File: config.mk
export PLATFORM = sky130hd
export DESIGN_NAME = mem_bus_arbiter
export DESIGN_NICKNAME = d
export VERILOG_FILES = /design/src/rtl/mem_bus_pkg.sv /design/src/rtl/mem_addr_decode.sv /design/src/rtl/mem_bus_arbiter.sv
export SDC_FILE = /design/constraint.sdc
export NUM_CORES = 1
export LEC_CHECK = 0
export BUFFER_PORTS_ARGS = -buffer_cell sky130_fd_sc_hd__buf_2
export CORE_AREA = 3 3 195 197
export CTS_BUF_LIST = sky130_fd_sc_hd__clkbuf_16
export DETAILED_ROUTE_END_ITERATION = 12
export DIE_AREA = 0 0 198 200
export PLACE_DENSITY = 0.56
export SLEW_MARGIN = 15
export SYNTH_ARGS = -nofsm -noshare
export SYNTH_HDL_FRONTEND = slang
export SYNTH_SLANG_ARGS = --single-unit
File: constraint.sdc
create_clock -name clock -period 5.1 [get_ports clock]
set_input_delay 0.765 -clock clock [delete_from_list [all_inputs] [get_ports clock]]
set_output_delay 0.765 -clock clock [all_outputs]
set_load 0.01 [all_outputs]
File: src/rtl/mem_bus_pkg.sv
// Shared types, size codes and default address map for the memory bus arbiter.
// Also holds the read-data size mask applied when a read completes.
package mem_bus_pkg;

  typedef enum logic [1:0] {
    IDLE   = 2'd0,
    ACCESS = 2'd1,
    DONE   = 2'd2
  } state_e;

  localparam logic [1:0] SZ_B = 2'b00;
  localparam logic [1:0] SZ_H = 2'b01;
  localparam logic [1:0] SZ_W = 2'b10;
  localparam logic [1:0] SZ_D = 2'b11;

  localparam logic [31:0] DEF_ROM_LIMIT = 32'h0000_0400;
  localparam logic [31:0] DEF_RAM_BASE  = 32'h0000_1000;
  localparam logic [31:0] DEF_RAM_LIMIT = 32'h0000_2000;
  localparam logic [31:0] DEF_IO_BASE   = 32'hFFFF_0000;
  localparam logic [31:0] DEF_IO_LIMIT  = 32'hFFFF_0100;

  function automatic logic [63:0] size_mask(input logic [1:0] size, input logic [63:0] data);
    logic [63:0] res;
    case (size)
      SZ_B:    res = {56'd0, data[7:0]};
      SZ_H:    res = {48'd0, data[15:0]};
      SZ_W:    res = {32'd0, data[31:0]};
      default: res = data;
    endcase
    return res;
  endfunction

endpackage

File: src/rtl/mem_addr_decode.sv
// Combinational address map decode: one-hot region select plus an error flag
// for unmapped addresses and writes into ROM. All ranges are half-open.
module mem_addr_decode
  import mem_bus_pkg::*;
#(
  parameter logic [31:0] ROM_LIMIT = DEF_ROM_LIMIT,
  parameter logic [31:0] RAM_BASE  = DEF_RAM_BASE,
  parameter logic [31:0] RAM_LIMIT = DEF_RAM_LIMIT,
  parameter logic [31:0] IO_BASE   = DEF_IO_BASE,
  parameter logic [31:0] IO_LIMIT  = DEF_IO_LIMIT
) (
  input  logic [31:0] addr,
  input  logic        we,
  output logic        rom_sel,
  output logic        ram_sel,
  output logic        io_sel,
  output logic        err
);

  logic in_rom;
  logic in_ram;
  logic in_io;

  always_comb begin
    in_rom  = (addr < ROM_LIMIT);
    in_ram  = (addr >= RAM_BASE) && (addr < RAM_LIMIT);
    in_io   = (addr >= IO_BASE) && (addr < IO_LIMIT);
    err     = ~(in_rom | in_ram | in_io) | (in_rom & we);
    // An erroring access must never raise a select.
    rom_sel = in_rom & ~err;
    ram_sel = in_ram & ~err;
    io_sel  = in_io & ~err;
  end

endmodule

File: src/rtl/mem_bus_arbiter.sv
// Two-master round-robin arbiter and access sequencer for the shared memory bus.
// IDLE grants, ACCESS holds select/strobe for WAIT_CYC cycles, DONE pulses ack.
module mem_bus_arbiter
  import mem_bus_pkg::*;
#(
  parameter int          WAIT_CYC  = 1,
  parameter logic [31:0] ROM_LIMIT = DEF_ROM_LIMIT,
  parameter logic [31:0] RAM_BASE  = DEF_RAM_BASE,
  parameter logic [31:0] RAM_LIMIT = DEF_RAM_LIMIT,
  parameter logic [31:0] IO_BASE   = DEF_IO_BASE,
  parameter logic [31:0] IO_LIMIT  = DEF_IO_LIMIT
) (
  input  logic        clock,
  input  logic        reset,
  input  logic        m0_req,
  input  logic        m0_we,
  input  logic [1:0]  m0_size,
  input  logic [31:0] m0_addr,
  input  logic [63:0] m0_wdata,
  output logic        m0_ack,
  output logic [63:0] m0_rdata,
  output logic        m0_err,
  input  logic        m1_req,
  input  logic        m1_we,
  input  logic [1:0]  m1_size,
  input  logic [31:0] m1_addr,
  input  logic [63:0] m1_wdata,
  output logic        m1_ack,
  output logic [63:0] m1_rdata,
  output logic        m1_err,
  output logic [31:0] mem_address,
  output logic [63:0] mem_wdata,
  input  logic [63:0] mem_rdata,
  output logic [1:0]  mem_size,
  output logic        mem_read,
  output logic        mem_write_en,
  output logic        ROM_select,
  output logic        RAM_select,
  output logic        IO_select
);

  generate
    if (WAIT_CYC < 1 || WAIT_CYC > 15) begin : g_bad_wait_cyc
      $error("mem_bus_arbiter: WAIT_CYC must be in 1..15");
    end
  endgenerate

  localparam logic [3:0] WAIT_INIT = 4'(WAIT_CYC);

  state_e      state_q, state_d;
  logic        last_grant_q, last_grant_d;
  logic        gnt_q, gnt_d;
  logic [3:0]  wait_cnt_q, wait_cnt_d;
  logic [31:0] mem_address_q, mem_address_d;
  logic [63:0] mem_wdata_q, mem_wdata_d;
  logic [1:0]  mem_size_q, mem_size_d;
  logic        mem_read_q, mem_read_d;
  logic        mem_write_en_q, mem_write_en_d;
  logic        rom_sel_q, rom_sel_d;
  logic        ram_sel_q, ram_sel_d;
  logic        io_sel_q, io_sel_d;
  logic        m0_ack_q, m0_ack_d;
  logic        m1_ack_q, m1_ack_d;
  logic        m0_err_q, m0_err_d;
  logic        m1_err_q, m1_err_d;
  logic [63:0] m0_rdata_q, m0_rdata_d;
  logic [63:0] m1_rdata_q, m1_rdata_d;

  logic        pick;
  logic [31:0] req_addr;
  logic        req_we;
  logic        dec_rom, dec_ram, dec_io, dec_err;

  // On a tie the master that did not win last time goes next.
  assign pick     = (m0_req & m1_req) ? ~last_grant_q : m1_req;
  assign req_addr = pick ? m1_addr : m0_addr;
  assign req_we   = pick ? m1_we : m0_we;

  // Decode sees exactly the address being latched, so the error path can
  // skip ACCESS and ack one cycle after the grant.
  mem_addr_decode #(
    .ROM_LIMIT(ROM_LIMIT),
    .RAM_BASE (RAM_BASE),
    .RAM_LIMIT(RAM_LIMIT),
    .IO_BASE  (IO_BASE),
    .IO_LIMIT (IO_LIMIT)
  ) u_decode (
    .addr   (req_addr),
    .we     (req_we),
    .rom_sel(dec_rom),
    .ram_sel(dec_ram),
    .io_sel (dec_io),
    .err    (dec_err)
  );

  always_comb begin
    state_d        = state_q;
    last_grant_d   = last_grant_q;
    gnt_d          = gnt_q;
    wait_cnt_d     = wait_cnt_q;
    mem_address_d  = mem_address_q;
    mem_wdata_d    = mem_wdata_q;
    mem_size_d     = mem_size_q;
    mem_read_d     = mem_read_q;
    mem_write_en_d = mem_write_en_q;
    rom_sel_d      = rom_sel_q;
    ram_sel_d      = ram_sel_q;
    io_sel_d       = io_sel_q;
    m0_rdata_d     = m0_rdata_q;
    m1_rdata_d     = m1_rdata_q;
    m0_ack_d       = 1'b0;
    m1_ack_d       = 1'b0;
    m0_err_d       = 1'b0;
    m1_err_d       = 1'b0;

    case (state_q)
      IDLE: begin
        if (m0_req | m1_req) begin
          gnt_d         = pick;
          last_grant_d  = pick;
          mem_address_d = req_addr;
          mem_wdata_d   = pick ? m1_wdata : m0_wdata;
          mem_size_d    = pick ? m1_size : m0_size;
          wait_cnt_d    = WAIT_INIT;
          if (dec_err) begin
            state_d  = DONE;
            m0_ack_d = ~pick;
            m1_ack_d = pick;
            m0_err_d = ~pick;
            m1_err_d = pick;
          end else begin
            state_d        = ACCESS;
            rom_sel_d      = dec_rom;
            ram_sel_d      = dec_ram;
            io_sel_d       = dec_io;
            mem_read_d     = ~req_we;
            mem_write_en_d = req_we;
          end
        end
      end
      ACCESS: begin
        wait_cnt_d = wait_cnt_q - 4'd1;
        if (wait_cnt_q == 4'd1) begin
          state_d        = DONE;
          rom_sel_d      = 1'b0;
          ram_sel_d      = 1'b0;
          io_sel_d       = 1'b0;
          mem_read_d     = 1'b0;
          mem_write_en_d = 1'b0;
          m0_ack_d       = ~gnt_q;
          m1_ack_d       = gnt_q;
          if (!mem_write_en_q) begin
            if (gnt_q) m1_rdata_d = size_mask(mem_size_q, mem_rdata);
            else       m0_rdata_d = size_mask(mem_size_q, mem_rdata);
          end
        end
      end
      DONE: begin
        state_d = IDLE;
      end
      default: begin
        state_d = IDLE;
      end
    endcase
  end

  always_ff @(posedge clock or negedge reset) begin
    if (!reset) begin
      state_q        <= IDLE;
      last_grant_q   <= 1'b1;
      gnt_q          <= 1'b0;
      wait_cnt_q     <= 4'd0;
      mem_address_q  <= 32'd0;
      mem_wdata_q    <= 64'd0;
      mem_size_q     <= 2'd0;
      mem_read_q     <= 1'b0;
      mem_write_en_q <= 1'b0;
      rom_sel_q      <= 1'b0;
      ram_sel_q      <= 1'b0;
      io_sel_q       <= 1'b0;
      m0_ack_q       <= 1'b0;
      m1_ack_q       <= 1'b0;
      m0_err_q       <= 1'b0;
      m1_err_q       <= 1'b0;
      m0_rdata_q     <= 64'd0;
      m1_rdata_q     <= 64'd0;
    end else begin
      state_q        <= state_d;
      last_grant_q   <= last_grant_d;
      gnt_q          <= gnt_d;
      wait_cnt_q     <= wait_cnt_d;
      mem_address_q  <= mem_address_d;
      mem_wdata_q    <= mem_wdata_d;
      mem_size_q     <= mem_size_d;
      mem_read_q     <= mem_read_d;
      mem_write_en_q <= mem_write_en_d;
      rom_sel_q      <= rom_sel_d;
      ram_sel_q      <= ram_sel_d;
      io_sel_q       <= io_sel_d;
      m0_ack_q       <= m0_ack_d;
      m1_ack_q       <= m1_ack_d;
      m0_err_q       <= m0_err_d;
      m1_err_q       <= m1_err_d;
      m0_rdata_q     <= m0_rdata_d;
      m1_rdata_q     <= m1_rdata_d;
    end
  end

  assign m0_ack       = m0_ack_q;
  assign m1_ack       = m1_ack_q;
  assign m0_err       = m0_err_q;
  assign m1_err       = m1_err_q;
  assign m0_rdata     = m0_rdata_q;
  assign m1_rdata     = m1_rdata_q;
  assign mem_address  = mem_address_q;
  assign mem_wdata    = mem_wdata_q;
  assign mem_size     = mem_size_q;
  assign mem_read     = mem_read_q;
  assign mem_write_en = mem_write_en_q;
  assign ROM_select   = rom_sel_q;
  assign RAM_select   = ram_sel_q;
  assign IO_select    = io_sel_q;

endmodule

==> impl_metrics.env, run 1 <==
export IMPL_status="complete, no violations"
export IMPL_post_place_ws_ns=2.05
export IMPL_clock_fmax_mhz=332
export IMPL_synth_edf_count=0
export IMPL_io_pins=501
export IMPL_synth_seq_cells=243
export IMPL_p_switching_w=0.00145
export IMPL_combPwrFrac_pct=17.9
export IMPL_yosys_warnings=0
export IMPL_reg2reg_depth=7
export IMPL_start_kind="register"
export IMPL_p_int_w=0.00360
export IMPL_netlist_area_sq_mm=0.00982
export IMPL_drive_above_1_share_pct=39.4
export IMPL_synthToLayoutAreaGrowth_pct=39.3
export IMPL_p_per_area_mw_per_mm2=370
export IMPL_num_nets_final=1713
export IMPL_detail_route_wirelength_mm=35.0
export IMPL_hold_class="primary input to asynchronous set/reset pin"
export IMPL_worst_setup_path_type="register to register"
export IMPL_critPathArrivalTime_ns=3.43
export IMPL_dp_hpwl_mm=26.2
export IMPL_crit_end="m1_rdata[0]$_DFFE_PN0P_"
export IMPL_gr_max_usage_layer="met2"
export IMPL_yosys_area_top_type_share_pct=61.7
export IMPL_clkLatencyLatePin_ns=0.55
export IMPL_cts_buffers=28
export IMPL_antenna_left=0
export IMPL_grt_pass1_wl_mm=51.7
export IMPL_grt_max_degree=110
export IMPL_rsz0062_at_grt="no"
export IMPL_timing_rr_start="wait_cnt_q[1]$_DFFE_PN0P_"
export IMPL_rows=70
export IMPL_postCtsHoldBufs=0
export IMPL_final_area_sq_mm=0.0137
export IMPL_final_max_slew_viol_count=0
export IMPL_crit_required_ns=5.52
export IMPL_die_w_microns=198
export IMPL_drt_iter0_drc=559
export IMPL_avgSynthCellArea_sq_um=10.1
export IMPL_yosys_most_used_dff="dfrtp_1"
export IMPL_drv_cap=0
export IMPL_htree_levels=1
export IMPL_core_region_area_sq_mm=0.0364
export IMPL_finalSetupTns_ns=0
export IMPL_total_leakage_power_nw=6.98
export IMPL_max_slew_margin_rel_pct=38.1
export IMPL_die_h_microns=200
export IMPL_p_seq_share_pct=44.3
export IMPL_clk_pin_slew_ns=0.06
export IMPL_synth_seq_area_share_pct=61.9
export IMPL_met2_usage_pct=27.2
export IMPL_gr_total_overflow=0
export IMPL_layout_setup_ws_ns=2.09
export IMPL_vias=9090
export IMPL_ir_drop_uv=181
export IMPL_cp_max_fo=89
export IMPL_netlist_top_cells_area="dfrtp_1, nand2_1, a222oi_1"
export IMPL_antenna_found_initial=3
export IMPL_synth_cell_type_count=41
export IMPL_fillers=3757
export IMPL_cp_startpoint="wait_cnt_q[1]$_DFFE_PN0P_"
export IMPL_cts_repair_resized=0
export IMPL_ctsRootBufferMaster="clkbuf_16"
export IMPL_hold_viol=0
export IMPL_dieArea_sq_mm=0.0396
export IMPL_post_cts_buffers=0
export IMPL_min_period_ns=3.01
export IMPL_wire_per_inst_microns=18.1
export IMPL_gp_congestion=0.856
export IMPL_yosysTopAreaCell="dfrtp_1"
export IMPL_cts_sinks=243
export IMPL_numPortBuffers=500
export IMPL_dpl_cell_area_sq_mm=0.0128
export IMPL_grtUsageMet3_pct=4.26
export IMPL_cts_tree="done"
export IMPL_async_flop_share_pct=100
export IMPL_grtUsageMet1_pct=21.2
export IMPL_netlist_instances=974
export IMPL_switching_share_pct=28.7
export IMPL_drt_pass1_iter_count=6
export IMPL_vias_per_cell=4.70
export IMPL_track_usage_pct=16.5
export IMPL_start_util_pct=27.0
export IMPL_power_frac_clock_pct=37.8
export IMPL_rr_endpoint="m1_rdata[0]$_DFFE_PN0P_"
export IMPL_finClkSkew_ns=0.0137
export IMPL_grt_pass1_vias=8853
export IMPL_fin_crit_sh_pct=59.1
export IMPL_clockBufferDepth=3
export IMPL_synth_nets=1242
export IMPL_tightest_slew_ns=0.929
export IMPL_regToRegSetupSlack_ns=2.09
export IMPL_crit_path_end_kind="register"
export IMPL_setup_viol=0
export IMPL_drc_errors=0
[power by group through the flow]
| stage | Sequential (W) | Clock, W | Combinational [W] |
|---|---|---|---|
| after global placement | 0.00227 | 0 | 0.000914 |
| final | 0.00224 | 0.00191 | 0.000907 |
| after global routing | 0.00226 | 0.00206 | 0.00101 |
| after CTS | 0.00224 | 0.00198 | 0.000925 |
| after floorplan | 0.00233 | 0 | 0.000350 |
| after detailed placement | 0.00227 | 0 | 0.000927 |
[cell usage after synthesis (3+ instances only)]
| master | number |
|---|---|
| nand2_1 | 243 |
| dfrtp_1 | 242 |
| o21ai_0 | 120 |
| inv_1 | 75 |
| a222oi_1 | 66 |
| clkbuf_1 | 65 |
| nor2_1 | 40 |
| a31oi_1 | 31 |
| mux2_2 | 16 |
| nor3_1 | 10 |
| nand4_1 | 8 |
| a21oi_1 | 5 |
| buf_1 | 5 |
| nor4_1 | 5 |
| a21o_1 | 4 |
| or3_1 | 4 |
| nand4b_1 | 3 |
| o22ai_1 | 3 |
[metrics by stage]
stage	utilization [%]	instances	total power (W)	hold slack [ns]
2_1_floorplan	-	974	0.00268	0.469
3_3_place_gp	35.1	1883	0.00318	0.458
3_5_place_dp	35.1	1883	0.00320	0.466
4_1_cts	37.5	1934	0.00514	0.325
5_1_grt	37.5	1934	0.00533	0.340
6_report	37.5	1935	0.00505	0.302
[placed cells by master, fill, tap and decap left out, drive strengths merged, types with 2 or more instances in the layout]
cell type	count
a21o	4
or4	3
and2	2
dfrtp	242
clkinv	9
o21ai	123
a31oi	31
nand4	8
inv	85
bufinv	2
o22ai	3
a222oi	66
nor2	40
nand3	2
buf	511
or3	4
a21boi	2
a21oi	5
nand4b	3
nand2	243
ha	2
mux2	16
and4b	2
nor3	10
clkbuf	29
nor4	5
[critical path, cell delays in order (launching register included)]
cell and delay (ns):
dfrtp_1 0.38, inv_1 0.08, ha_1 0.14, nor3b_1 0.29, nor2b_1 0.36, nand3_4 0.67
buf_4 0.54, mux2_2 0.31
[state kept, by name (all words and copies together), names as in the netlist]
register and cells:
gnt_q 1, m1_err 1, IO_select 1, m1_ack 1, last_grant_q 1, mem_write_en 1, m0_err 1, mem_size 2
state_q 2, RAM_select 1, wait_cnt_q 4, mem_address 32, m0_ack 1, m1_rdata 64, ROM_select 1, mem_wdata 64
mem_read 1, m0_rdata 64
[layer usage]
| layer | part of all wire [%] | up-vias |
|---|---|---|
| li1 | - | 4329 |
| met1 | 41 | 4279 |
| met2 | 47 | 422 |
| met3 | 8.7 | 58 |
| met4 | 3.3 | 2 |
| met5 | 0.037 | - |
[how the worst min path moves through the flow]
stage / slack (ns) / start / endpoint / cells past startpoint
floorplan: 0.47 / reset / IO_select$_DFFE_PN0P_ / 0
global placement: 0.46 / m1_rdata[46]$_DFFE_PN0P_ / m1_rdata[46]$_DFFE_PN0P_ / 2
detailed placement: 0.47 / m0_rdata[28]$_DFFE_PN0P_ / m0_rdata[28]$_DFFE_PN0P_ / 2
CTS: 0.33 / reset / m0_rdata[28]$_DFFE_PN0P_ / 1
global route: 0.34 / reset / m0_rdata[44]$_DFFE_PN0P_ / 1
finish: 0.30 / reset / m0_rdata[32]$_DFFE_PN0P_ / 1
[cell families after synthesis]
| kind of cell | Yosys count | share of synthesized area [%] |
|---|---|---|
| buffers and inverters | 145 | 5.54 |
| muxes | 17 | 1.94 |
| and+or+nand+nor | 326 | 13.6 |
| xor gates and xnor gates | 2 | 0.178 |
| DFF | 243 | 61.9 |
| AOI/OAI and AO/OA | 239 | 16.5 |
| adders and majority gates | 2 | 0.255 |
[area by class of cell]
cell class,instances,area (sq um),share of cell area (%)
antenna,1,2.50,0.0183
clock buffer,29,726,5.31
clock inverter,22,145,1.06
inverter,75,282,2.06
multi-input combinational,586,3250,23.8
sequential,243,6080,44.5
tap,468,586,4.28
timing repair buffer,511,2610,19.1
(Power assumes the default switching activity.)
==> run 2: changes to the inputs <==
- PLACE_DENSITY: 0.56 -> 0.58
- clock period: 5.1 -> 2.59 ns (I/O delays scaled with it)
==> run 2 against run 1 <==
Effect of this change: worst setup slack got worse by 1.8 ns; flip-flop and latch count unchanged; final area is 1.3% higher; utilization rose by 0.48 points; via count grew 0.85%; sequential share of layout area is 0.56 points lower; cell count is 0.52% higher; register-to-register slack worse by 1.8 ns; combinational power up 100%; critical path depth grew 1; critical endpoint is now m0_rdata[11]$_DFFE_PN0P_.
==> impl_metrics.env, run 2 (synthesized netlist as in run 1, its figures left out) <==
export IMPL_vias=9167
export IMPL_tightest_slew_ns=0.791
export IMPL_final_max_slew_viol_count=0
export IMPL_layout_commonest_cell="buf_2"
export IMPL_cts_sinks=243
export IMPL_final_cell_mix="buf_2, nand2_1, dfrtp_1"
export IMPL_post_cts_buffers=0
export IMPL_rsz0062_at_grt="no"
export IMPL_crit_required_ns=2.98
export IMPL_timing_rr_start="wait_cnt_q[1]$_DFFE_PN0P_"
export IMPL_gr_total_overflow=0
export IMPL_dieArea_sq_mm=0.0396
export IMPL_switching_share_pct=28.3
export IMPL_final_core_util_pct=38.0
export IMPL_p_per_area_mw_per_mm2=714
export IMPL_antenna_left=0
export IMPL_gp_congestion=0.971
export IMPL_hold_class="primary input to register"
export IMPL_p_seq_share_pct=44.6
export IMPL_slowest_delay_ns=0.51
export IMPL_path_common_cell="nand2_1"
export IMPL_crit_buf_inv=2
export IMPL_regToRegSetupSlack_ns=0.31
export IMPL_core_region_area_sq_mm=0.0364
export IMPL_max_slew_margin_rel_pct=47.2
export IMPL_grt_max_degree=121
export IMPL_setup_viol=0
export IMPL_path_delay_family="simple AND/OR/NAND/NOR gates"
export IMPL_drv_cap=0
export IMPL_num_nets_final=1731
export IMPL_dp_hpwl_mm=27.2
export IMPL_p_switching_w=0.00280
export IMPL_die_w_microns=198
export IMPL_cp_max_fo=95
export IMPL_clk_pin_slew_ns=0.06
export IMPL_start_kind="register"
export IMPL_grt_pass1_wl_mm=52.3
export IMPL_total_leakage_power_nw=7.05
export IMPL_dpl_cell_area_sq_mm=0.0130
export IMPL_status="complete, no violations"
export IMPL_worst_path_stages=8
export IMPL_fin_crit_sh_pct=87.9
export IMPL_numPortBuffers=500
export IMPL_critPathArrivalTime_ns=2.67
export IMPL_layout_setup_ws_ns=0.314
export IMPL_detail_route_wirelength_mm=35.4
export IMPL_rows=70
export IMPL_combPwrFrac_pct=18.7
export IMPL_crit_path_end_kind="register"
export IMPL_ir_drop_uv=468
export IMPL_track_usage_pct=16.7
export IMPL_power_frac_clock_pct=36.7
export IMPL_drc_errors=0
export IMPL_start_util_pct=27.0
export IMPL_vias_per_cell=4.71
export IMPL_clkLatencyLatePin_ns=0.53
export IMPL_min_period_ns=2.28
export IMPL_synthToLayoutAreaGrowth_pct=41.1
export IMPL_cts_buffers=27
export IMPL_drt_iter0_drc=554
export IMPL_drt_pass1_iter_count=9
export IMPL_cp_startpoint="wait_cnt_q[1]$_DFFE_PN0P_"
export IMPL_cp_cell_sequence="inv_1, ha_1, nor3b_1, nand2_1, or3_4, buf_12, nand2_1, o21ai_0"
export IMPL_reg2reg_depth=8
export IMPL_grt_pass1_vias=9140
export IMPL_slowest_stage="or3_4"
export IMPL_antenna_found_initial=3
export IMPL_p_int_w=0.00709
export IMPL_post_place_ws_ns=-0.0673
export IMPL_crit_end="m0_rdata[11]$_DFFE_PN0P_"
export IMPL_finalSetupTns_ns=0
export IMPL_postCtsHoldBufs=1
export IMPL_rr_endpoint="m0_rdata[11]$_DFFE_PN0P_"
export IMPL_finClkSkew_ns=0.0175
export IMPL_wire_per_inst_microns=18.2
export IMPL_clockBufferDepth=3
export IMPL_die_h_microns=200
export IMPL_cts_tree="done"
export IMPL_hold_viol=0
export IMPL_ctsRootBufferMaster="clkbuf_16"
export IMPL_final_area_sq_mm=0.0139
export IMPL_clock_fmax_mhz=439
export IMPL_cts_repair_resized=0
export IMPL_drive_above_1_share_pct=40.0
export IMPL_io_pins=501
export IMPL_htree_levels=1
export IMPL_worst_setup_path_type="register to register"
export IMPL_min_path_cells=3
-- run 2: changes by cell type in the layout (fill, tap and decap cells not counted), sizes merged --
| cell | previous run | this run |
|---|---|---|
| buf | 511 | 529 |
| clkinvlp | 1 | 0 |
| clkbuf | 29 | 27 |
| dlygate4sd3 | 0 | 1 |
| inv | 85 | 80 |
| bufinv | 2 | 3 |
| clkinv | 9 | 7 |
-- run 2: through the flow --
stage | power (W) | instances | hold slack, ns
floorplan | 0.00528 | 974 | 0.0929
global placement | 0.00633 | 1901 | 0.379
detailed placement | 0.00636 | 1901 | 0.376
CTS | 0.0101 | 1944 | 0.0297
global route | 0.0104 | 1944 | 0.0484
finish | 0.00990 | 1945 | 0.0690
-- run 2: tightest hold or removal path, delay by kind of cell --
family	cells	cell delay, ns
compound gates	1	0.05
buf+inv	2	0.12
-- run 2: layer usage --
layer | vias to the layer above | global-route usage, % | part of all wire [%]
met1 | 4349 | 20.8 | 40
met4 | 4 | 5.95 | 3.3
met3 | 59 | 4.38 | 8.4
li1 | 4361 | - | -
met2 | 394 | 28.2 | 48
met5 | - | 0 | 0.076
-- run 2: worst min-delay path by stage --
stage | from | endpoint | slack (ns)
global placement | reset | m0_rdata[56]$_DFFE_PN0P_ | 0.38
detailed placement | reset | m0_rdata[56]$_DFFE_PN0P_ | 0.38
finish | m1_wdata[0] | mem_wdata[0]$_DFFE_PN0P_ | 0.07
floorplan | reset | IO_select$_DFFE_PN0P_ | 0.09
CTS | m1_wdata[36] | mem_wdata[36]$_DFFE_PN0P_ | 0.03
global route | m1_wdata[31] | mem_wdata[31]$_DFFE_PN0P_ | 0.05
-- run 2: final cells by class --
cell class	count	area [sq um]
clock inverters	15	138
flip-flops and latches	243	6080
multi-input cells	586	3250
diodes	1	2.50
well taps	468	586
clock buffers	27	676
repair buffers	530	2840
inverters	75	282
fillers	3734	22600
-- run 2: power groups by stage --
stage	clock network [W]	registers (W)	logic, W
CTS	0.00376	0.00441	0.00189
floorplan	0	0.00459	0.000690
finish	0.00363	0.00441	0.00185
detailed placement	0	0.00447	0.00189
global route	0.00390	0.00446	0.00204
global placement	0	0.00447	0.00187
